===== config.mk =====
export PLATFORM = sky130hd
export DESIGN_NAME = pc_fetch_unit
export DESIGN_NICKNAME = d
export VERILOG_FILES = /design/src/rtl/pcu_pkg.sv /design/src/rtl/pcu_hold_buf.sv /design/src/rtl/pc_fetch_unit.sv
export SDC_FILE = /design/constraint.sdc
export NUM_CORES = 1
export LEC_CHECK = 0
export ABC_AREA = 1
export CAP_MARGIN = 25
export CORE_MARGIN = 2
export CORE_UTILIZATION = 45
export DETAILED_ROUTE_END_ITERATION = 7
export DONT_BUFFER_PORTS = 1
export PLACE_DENSITY = 0.61
export REMOVE_ABC_BUFFERS = 1
export SYNTH_ARGS = -nofsm -noshare
export SYNTH_HDL_FRONTEND = slang
export SYNTH_SLANG_ARGS = --single-unit

===== constraint.sdc =====
create_clock -name clk -period 2.75 [get_ports clk]
set_input_delay 0.4125 -clock clk [delete_from_list [all_inputs] [get_ports clk]]
set_output_delay 0.4125 -clock clk [all_outputs]
set_load 0.1 [all_outputs]

===== src/rtl/pcu_pkg.sv =====
// Shared definitions for the program-counter / instruction-fetch sequencer.
package pcu_pkg;

  typedef enum logic [2:0] {
    IDLE = 3'd0,
    REQ  = 3'd1,
    WAIT = 3'd2,
    HOLD = 3'd3,
    DROP = 3'd4
  } pcu_state_e;

  localparam int          XLEN_DEF     = 64;
  localparam int          INST_W_DEF   = 32;
  localparam logic [63:0] RESET_PC_DEF = 64'h0000_0000_8000_0000;
  localparam int          INST_BYTES   = 4;

endpackage


===== src/rtl/pcu_hold_buf.sv =====
// Single-entry {pc, inst} buffer between the imem response and decode.
module pcu_hold_buf #(
  parameter int XLEN   = 64,
  parameter int INST_W = 32
) (
  input  logic              clk,
  input  logic              rst,
  input  logic              i_load,
  input  logic              i_inval,
  input  logic [XLEN-1:0]   i_pc,
  input  logic [INST_W-1:0] i_inst,
  output logic              o_valid,
  output logic [XLEN-1:0]   o_pc,
  output logic [INST_W-1:0] o_inst
);

  logic              r_valid;
  logic [XLEN-1:0]   r_pc;
  logic [INST_W-1:0] r_inst;

  always_ff @(posedge clk) begin
    if (rst) begin
      r_valid <= 1'b0;
      r_pc    <= '0;
      r_inst  <= '0;
    end else if (i_load) begin
      r_valid <= 1'b1;
      r_pc    <= i_pc;
      r_inst  <= i_inst;
    end else if (i_inval) begin
      r_valid <= 1'b0;
    end
  end

  assign o_valid = r_valid;
  assign o_pc    = r_pc;
  assign o_inst  = r_inst;

endmodule


===== src/rtl/pc_fetch_unit.sv =====
// PC owner and single-outstanding instruction-fetch sequencer with
// execute/trap redirects and stale-response discard.
module pc_fetch_unit
  import pcu_pkg::*;
#(
  parameter int              XLEN     = XLEN_DEF,
  parameter int              INST_W   = INST_W_DEF,
  parameter logic [XLEN-1:0] RESET_PC = XLEN'(RESET_PC_DEF)
) (
  input  logic              clk,
  input  logic              rst,
  input  logic              i_ex_redir,
  input  logic [XLEN-1:0]   i_ex_target,
  input  logic              i_trap_redir,
  input  logic [XLEN-1:0]   i_trap_target,
  output logic              o_req_valid,
  input  logic              i_req_ready,
  output logic [XLEN-1:0]   o_req_addr,
  input  logic              i_rsp_valid,
  input  logic [INST_W-1:0] i_rsp_inst,
  output logic              o_out_valid,
  input  logic              i_out_ready,
  output logic [XLEN-1:0]   o_out_pc,
  output logic [INST_W-1:0] o_out_inst,
  output logic              o_misalign,
  output logic [XLEN-1:0]   o_misalign_pc
);

  pcu_state_e      r_state;
  logic [XLEN-1:0] r_pc;
  logic            r_misalign;
  logic [XLEN-1:0] r_misalign_pc;

  logic            w_redir;
  logic [XLEN-1:0] w_target;
  logic            w_accept;
  logic            w_misalign;
  logic            w_req_fire;
  logic            w_out_fire;
  logic            w_load;
  logic            w_inval;

  // Trap/mret wins over an execute redirect in the same cycle.
  assign w_redir    = i_trap_redir | i_ex_redir;
  assign w_target   = i_trap_redir ? i_trap_target : i_ex_target;
  assign w_accept   = w_redir & (w_target[1:0] == 2'b00);
  assign w_misalign = w_redir & (w_target[1:0] != 2'b00);

  assign w_req_fire = o_req_valid & i_req_ready;
  assign w_out_fire = o_out_valid & i_out_ready;
  assign w_load     = (r_state == WAIT) & i_rsp_valid & ~w_accept;
  assign w_inval    = (r_state == HOLD) & (w_accept | w_out_fire);

  always_ff @(posedge clk) begin
    if (rst) begin
      r_state       <= IDLE;
      r_pc          <= RESET_PC;
      r_misalign    <= 1'b0;
      r_misalign_pc <= '0;
    end else begin
      r_misalign <= w_misalign;
      if (w_misalign) r_misalign_pc <= w_target;

      if (w_accept)        r_pc <= w_target;
      else if (w_out_fire) r_pc <= r_pc + XLEN'(INST_BYTES);

      case (r_state)
        IDLE: r_state <= REQ;
        REQ: begin
          if (w_accept)        r_state <= w_req_fire ? DROP : REQ;
          else if (w_req_fire) r_state <= WAIT;
        end
        WAIT: begin
          if (w_accept)         r_state <= i_rsp_valid ? REQ : DROP;
          else if (i_rsp_valid) r_state <= HOLD;
        end
        HOLD: begin
          if (w_accept || w_out_fire) r_state <= REQ;
        end
        // The stale response retires the outstanding request even if a
        // further redirect lands in the same cycle.
        DROP: begin
          if (i_rsp_valid) r_state <= REQ;
        end
        default: r_state <= IDLE;
      endcase
    end
  end

  pcu_hold_buf #(
    .XLEN   (XLEN),
    .INST_W (INST_W)
  ) u_hold_buf (
    .clk     (clk),
    .rst     (rst),
    .i_load  (w_load),
    .i_inval (w_inval),
    .i_pc    (r_pc),
    .i_inst  (i_rsp_inst),
    .o_valid (o_out_valid),
    .o_pc    (o_out_pc),
    .o_inst  (o_out_inst)
  );

  assign o_req_valid   = (r_state == REQ);
  assign o_req_addr    = r_pc;
  assign o_misalign    = r_misalign;
  assign o_misalign_pc = r_misalign_pc;

endmodule


==> run summary, run 1 <==
GRT Total Usage: 0.283
DR iter-0 viols: 798
Worst slew margin: 0.317
final slew viol count: 0
H-tree depth: 1
vias in the first global route: 10155
drt pass-1 iters: 7
Die Span X: 161 um
final hold violations: 0
Setup Crit Path Kind: flop to flop
die area: 25900 um2
routed wire length: 38.2 mm
Initial Utilization: 0.457
DR WL/cell: 19.4 um
peak supply drop: 0.464 mV
GP Congestion: 0.929
RSZ-0062 raised after global routing: false
first-pass GRT wire length: 58.1 mm
number of diodes: 0
# setup viols final: 0
CTS tree: yes
post-DP HPWL: 27.9 mm
dpl ws: 596 ps
critical path capture point type: flop
status: finished, final reports clean
Required @ worst endpoint: 3200 ps
Routed Antenna Nets: 0
synth warn: 0
CORE AREA: 24200 um2
Cells after Synth: 1596
area of the mapped netlist: 11100 um2
TritonCTS buffer count: 26
Period Utilization, post-route: 0.790
HP Class: input port to flop
Synth top area share: 0.413
clk root buf: clkbuf_16
DR vias/cell: 5.48
Setup TNS: 0 ps
Avg Inst Size Synth: 6.95 um2
max_cap viols: 0
worst-skew pair later-pin latency: 530 ps
Layout Skew: 8.42 ps
vias post-DR: 10790
drt drc: 0
total gr overflow: 0
setup repair bufs after CTS: 0
FF+latch area: 4580 um2
worst slew pin tran: 1020 ps
# clock sinks: 229
final net count: 1795
height of the die: 161 um
row count: 57
Synth area leader: dfxtp_1
Seq/Total Area, Yosys: 0.413
main area contributors after synthesis: dfxtp_1 41%, o21ai_0 9.7%, nor2_1 9.5%, nand2_1 9.5%, a21oi_1 7.4%
Critical Path AT: 2630 ps
Netlist cell types: 36
clock slew at reported path FFs: 60 ps
initial antenna violation count: 0
Synth-to-Final Area Change: 15.2%
io pins: 394
Core Util, Final: 0.527
Multi-input gate area: 5620 um2
Final min period: 2170 ps
Synth Register Bits: 229
P_leak: 4.98 nW
share of cells above drive strength 1: 0.128
Filler Cells Inserted: 2421
Critical Path Fanout Max: 8
post-route setup slack: 578 ps
critical path launch point type: flop
number of port buffers: 0
Peak Freq: 460 MHz
pin count of the biggest net entering global routing: 71
Longest Clk Path Bufs: 3
power density over the cells: 929 nW/um2
==> worst max-delay path: stages, from the launching register on <==
cell     delay [ps]
dfxtp_1         390
ha_1            190
inv_1            60
nor2_2          220
nand3_1         230
nor3_2          590
or2_2           220
nand3_1          60
a21oi_1         140
==> cell type report <==
class	count	area share
clock buffers	34	0.0565
clock inverters	12	0.0117
inverters	129	0.0383
multi-input cells	1148	0.440
flip-flops and latches	229	0.359
well taps	324	0.0317
repair buffers	93	0.0631
==> state kept, by name, summed over array words and instances (netlist names) <==
| register | flops |
|---|---|
| o_misalign_pc | 64 |
| o_req_addr | 64 |
| u_hold_buf.o_pc | 64 |
| u_hold_buf.o_inst | 32 |
| r_state | 3 |
| o_misalign | 1 |
| u_hold_buf.o_valid | 1 |
==> layout by cell type (no fill, tap or decap), types with 5 or more instances in the layout <==
master / count
inv_1: 123
nand4_1: 15
o21ai_0: 215
nand3_1: 62
clkbuf_1: 5
a21oi_1: 164
buf_4: 85
dfxtp_1: 229
a31oi_1: 11
nor2_1: 282
xor2_1: 13
buf_12: 7
a311oi_1: 8
mux2i_1: 9
mux2_2: 53
clkbuf_16: 27
nand2_1: 280
==> through the flow <==
| stage | hold slack [ps] | instances | instance area, um2 | total power [mW] |
|---|---|---|---|---|
| 2_1_floorplan | 482 | 1506 | 10700 | 7.74 |
| 3_3_place_gp | 498 | 1922 | 11900 | 8.33 |
| 3_5_place_dp | 501 | 1922 | 11900 | 8.36 |
| 4_1_cts | 1.29 | 1969 | 12800 | 11.9 |
| 5_1_grt | 6.32 | 1969 | 12800 | 12.3 |
| 6_report | 33.3 | 1969 | 12800 | 11.9 |
==> timing repair <==
action	4_1_cts	5_1_grt
endpoints found under the setup margin	0	0
endpoints found under the hold margin	56	0
resized for setup	0	0
hold buffers	1	0
==> cell usage after synthesis, drive strengths merged <==
cell type,n
nand3,63
o22ai,2
nor2,287
or2,3
dfxtp,229
nand3b,1
nand2,284
ha,1
nor3,4
inv,129
a21oi,165
xor2,13
a311oi,8
a22oi,1
mux2,53
nand4,15
clkbuf,53
xnor2,3
buf,37
a31oi,11
mux2i,9
o211ai,4
and2,2
o21ai,219
==> final timing paths <==
path | start | endpoint | slack, ps | cells past startpoint
hold reg to reg | o_req_addr[12] | u_hold_buf.o_pc[12] | 540 | 2
setup / recovery | o_req_addr[2] | o_req_addr[28] | 580 | 8
hold / removal | rst | o_req_addr[31] | 30 | 2
setup reg to reg | o_req_addr[2] | o_req_addr[28] | 580 | 8
==> cell families (layout without fill, tap and decap cells) <==
kind of cell / Yosys count / after routing / synth area share
DFF: 229 / 229 / 0.413
adders and majority gates: 1 / 1 / 0.00113
and+or+nand+nor: 659 / 659 / 0.240
xor gates and xnor gates: 16 / 16 / 0.0126
AOI/OAI and AO/OA: 410 / 410 / 0.191
muxes: 62 / 62 / 0.0619
buffers and inverters: 219 / 268 / 0.0801
==> layer usage <==
metal  vias up  wire, um  global-route usage
li1       5316         -                   -
met1      4958     15600               0.349
met2       443     18200               0.489
met3        73      3130              0.0629
met4         0      1260              0.0958
met5         -         0                   0
==> power by group <==
group          internal, mW  switching, mW
Combinational         0.580           1.53
Clock                  2.13           1.43
Sequential             3.72           2.48
Total                  6.43           5.44
No activity file was read; power rests on OpenSTA's default activity.
==> run 2: changes to the inputs <==
==> constraint.sdc (replaced) <==
create_clock -name clk -period 2.2 [get_ports clk]
set_input_delay 0.33 -clock clk [delete_from_list [all_inputs] [get_ports clk]]
set_output_delay 0.33 -clock clk [all_outputs]
set_load 0.1 [all_outputs]
==> run 2 against run 1 <==
  * Cell area up 12%
  * Total power grew 31%
  * Combinational power rose to 2.9 times the previous value
  * First-iteration DRC count is 4.8% lower
  * Sequential power shrank 21%
  * Via count up 6.9%
  * Critical path depth increased by 4
  * Non-clock buffer count up 193
  * Critical endpoint is now o_req_addr[42]
  * Largest power group is now combinational logic
==> run summary, run 2 (synthesis results as in run 1) <==
worst-skew pair later-pin latency: 540 ps
design area: 14300 um2
io pins: 394
Longest Clk Path Bufs: 3
dpl ws: 211 ps
leading cell types in the layout, fill and taps excluded: 281 x nor2_1, 280 x nand2_1, 249 x buf_4
CTS tree: yes
share of cells above drive strength 1: 0.205
status: finished, final reports clean
GRT Total Usage: 0.292
Layout Skew: 8.23 ps
Synth-to-Final Area Change: 29.2%
drt pass-1 iters: 6
Filler Cells Inserted: 2288
DR WL met2: 19.2 mm
DR vias/cell: 5.33
Met3 Wirelength: 2.93 mm
clock slew at reported path FFs: 60 ps
Critical Path Start: o_req_addr[2]
# setup viols final: 0
Required @ worst endpoint: 2640 ps
most common cell after layout, fill and taps aside: nor2_1
placed inst area: 13100 um2
power density over the cells: 1090 nW/um2
pin count of the biggest net entering global routing: 68
Die Span X: 161 um
number of port buffers: 0
die area: 25900 um2
DR iter-0 viols: 760
RSZ-0062 raised after global routing: false
worst slew pin tran: 481 ps
max_cap viols: 0
post-DP HPWL: 29.0 mm
final net count: 1989
flop2flop setup slack: 250 ps
CORE AREA: 24200 um2
Critical Path Fanout Max: 7
drt drc: 0
peak supply drop: 0.654 mV
HP Class: input port to flop
row count: 57
r2r endpoint: o_req_addr[42]
final hold violations: 0
Routed Antenna Nets: 0
FF+latch area: 4580 um2
vias in the first global route: 10962
Setup TNS: 0 ps
initial antenna violation count: 0
Initial Utilization: 0.457
Setup Crit Path Kind: flop to flop
critical path capture point type: flop
routed wire length: 39.9 mm
vias post-DR: 11531
Worst slew margin: 0.679
Final min period: 1950 ps
Multi-input gate area: 5630 um2
H-tree depth: 1
Period Utilization, post-route: 0.887
final slew viol count: 0
Peak Freq: 512 MHz
GP Congestion: 0.924
path depth of the worst reg2reg path: 12
critical path launch point type: flop
first-pass GRT wire length: 60.8 mm
post-route setup slack: 248 ps
Max Used Layer: met4
FF-to-FF Start: o_req_addr[2]
Critical Path End: o_req_addr[42]
DR WL/cell: 18.4 um
WL met1: 16.5 mm
Critical Path AT: 2390 ps
TritonCTS buffer count: 27
height of the die: 161 um
clk root buf: clkbuf_16
P_leak: 5.99 nW
# clock sinks: 229
number of diodes: 0
total gr overflow: 0
[run 2: critical path: stages (launching register included)]
cell,delay [ps]
dfxtp_1,390
ha_1,190
inv_1,60
nor2_2,200
nand2_1,170
nor2_4,230
nand2_1,160
nor2_1,170
nand2_1,70
nand2_1,60
nand3_1,70
nand2_1,60
inv_1,40
[run 2: how the worst min path moves through the flow]
stage	start	to	slack, ps	cells after the start
after detailed placement	rst	o_misalign_pc[2]	420	1
after floorplan	rst	o_misalign_pc[0]	400	1
after global placement	rst	o_misalign_pc[2]	420	1
after CTS	i_rsp_valid	r_state[2]	4	3
final	i_rsp_valid	r_state[2]	10	3
after global routing	i_rsp_inst[21]	u_hold_buf.o_inst[21]	30	2
[run 2: layer usage]
layer | GRT usage | vias up
met5 | 0 | -
met4 | 0.102 | 0
met3 | 0.0588 | 72
met2 | 0.510 | 457
met1 | 0.360 | 5308
li1 | - | 5694
[run 2: report_power, final]
group          internal (mW)  leakage, nW  switching (mW)
clock                   2.75        0.445            1.78
sequential              4.65         1.88           0.245
combinational           1.24         3.67            4.91
total                   8.63         5.99            6.94
[run 2: cell type report]
| type | count | area share |
|---|---|---|
| Timing Repair Buffer | 286 | 0.162 |
| Clock buffer | 40 | 0.0561 |
| Inverter | 129 | 0.0341 |
| Sequential cell | 229 | 0.320 |
| Clock inverter | 8 | 0.00672 |
| Tap cell | 324 | 0.0283 |
| Multi-Input combinational cell | 1148 | 0.393 |
[run 2: stage by stage]
stage | utilization | std cells | hold slack, ps | power (mW)
floorplan | - | 1506 | 399 | 9.68
global placement | 0.540 | 2084 | 417 | 11.0
detailed placement | 0.540 | 2084 | 419 | 11.0
CTS | 0.590 | 2162 | 4.00 | 15.6
global route | 0.591 | 2164 | 31.8 | 16.1
finish | 0.591 | 2164 | 12.6 | 15.6
[run 2: timing repair]
| item | 4_1_cts | 5_1_grt |
|---|---|---|
| hold buffers | 30 | 0 |
| setup endpoints to repair | 0 | 3 |
| buffers inserted | 0 | 2 |
| hold endpoints to repair | 91 | 0 |
| gates resized for setup | 0 | 2 |
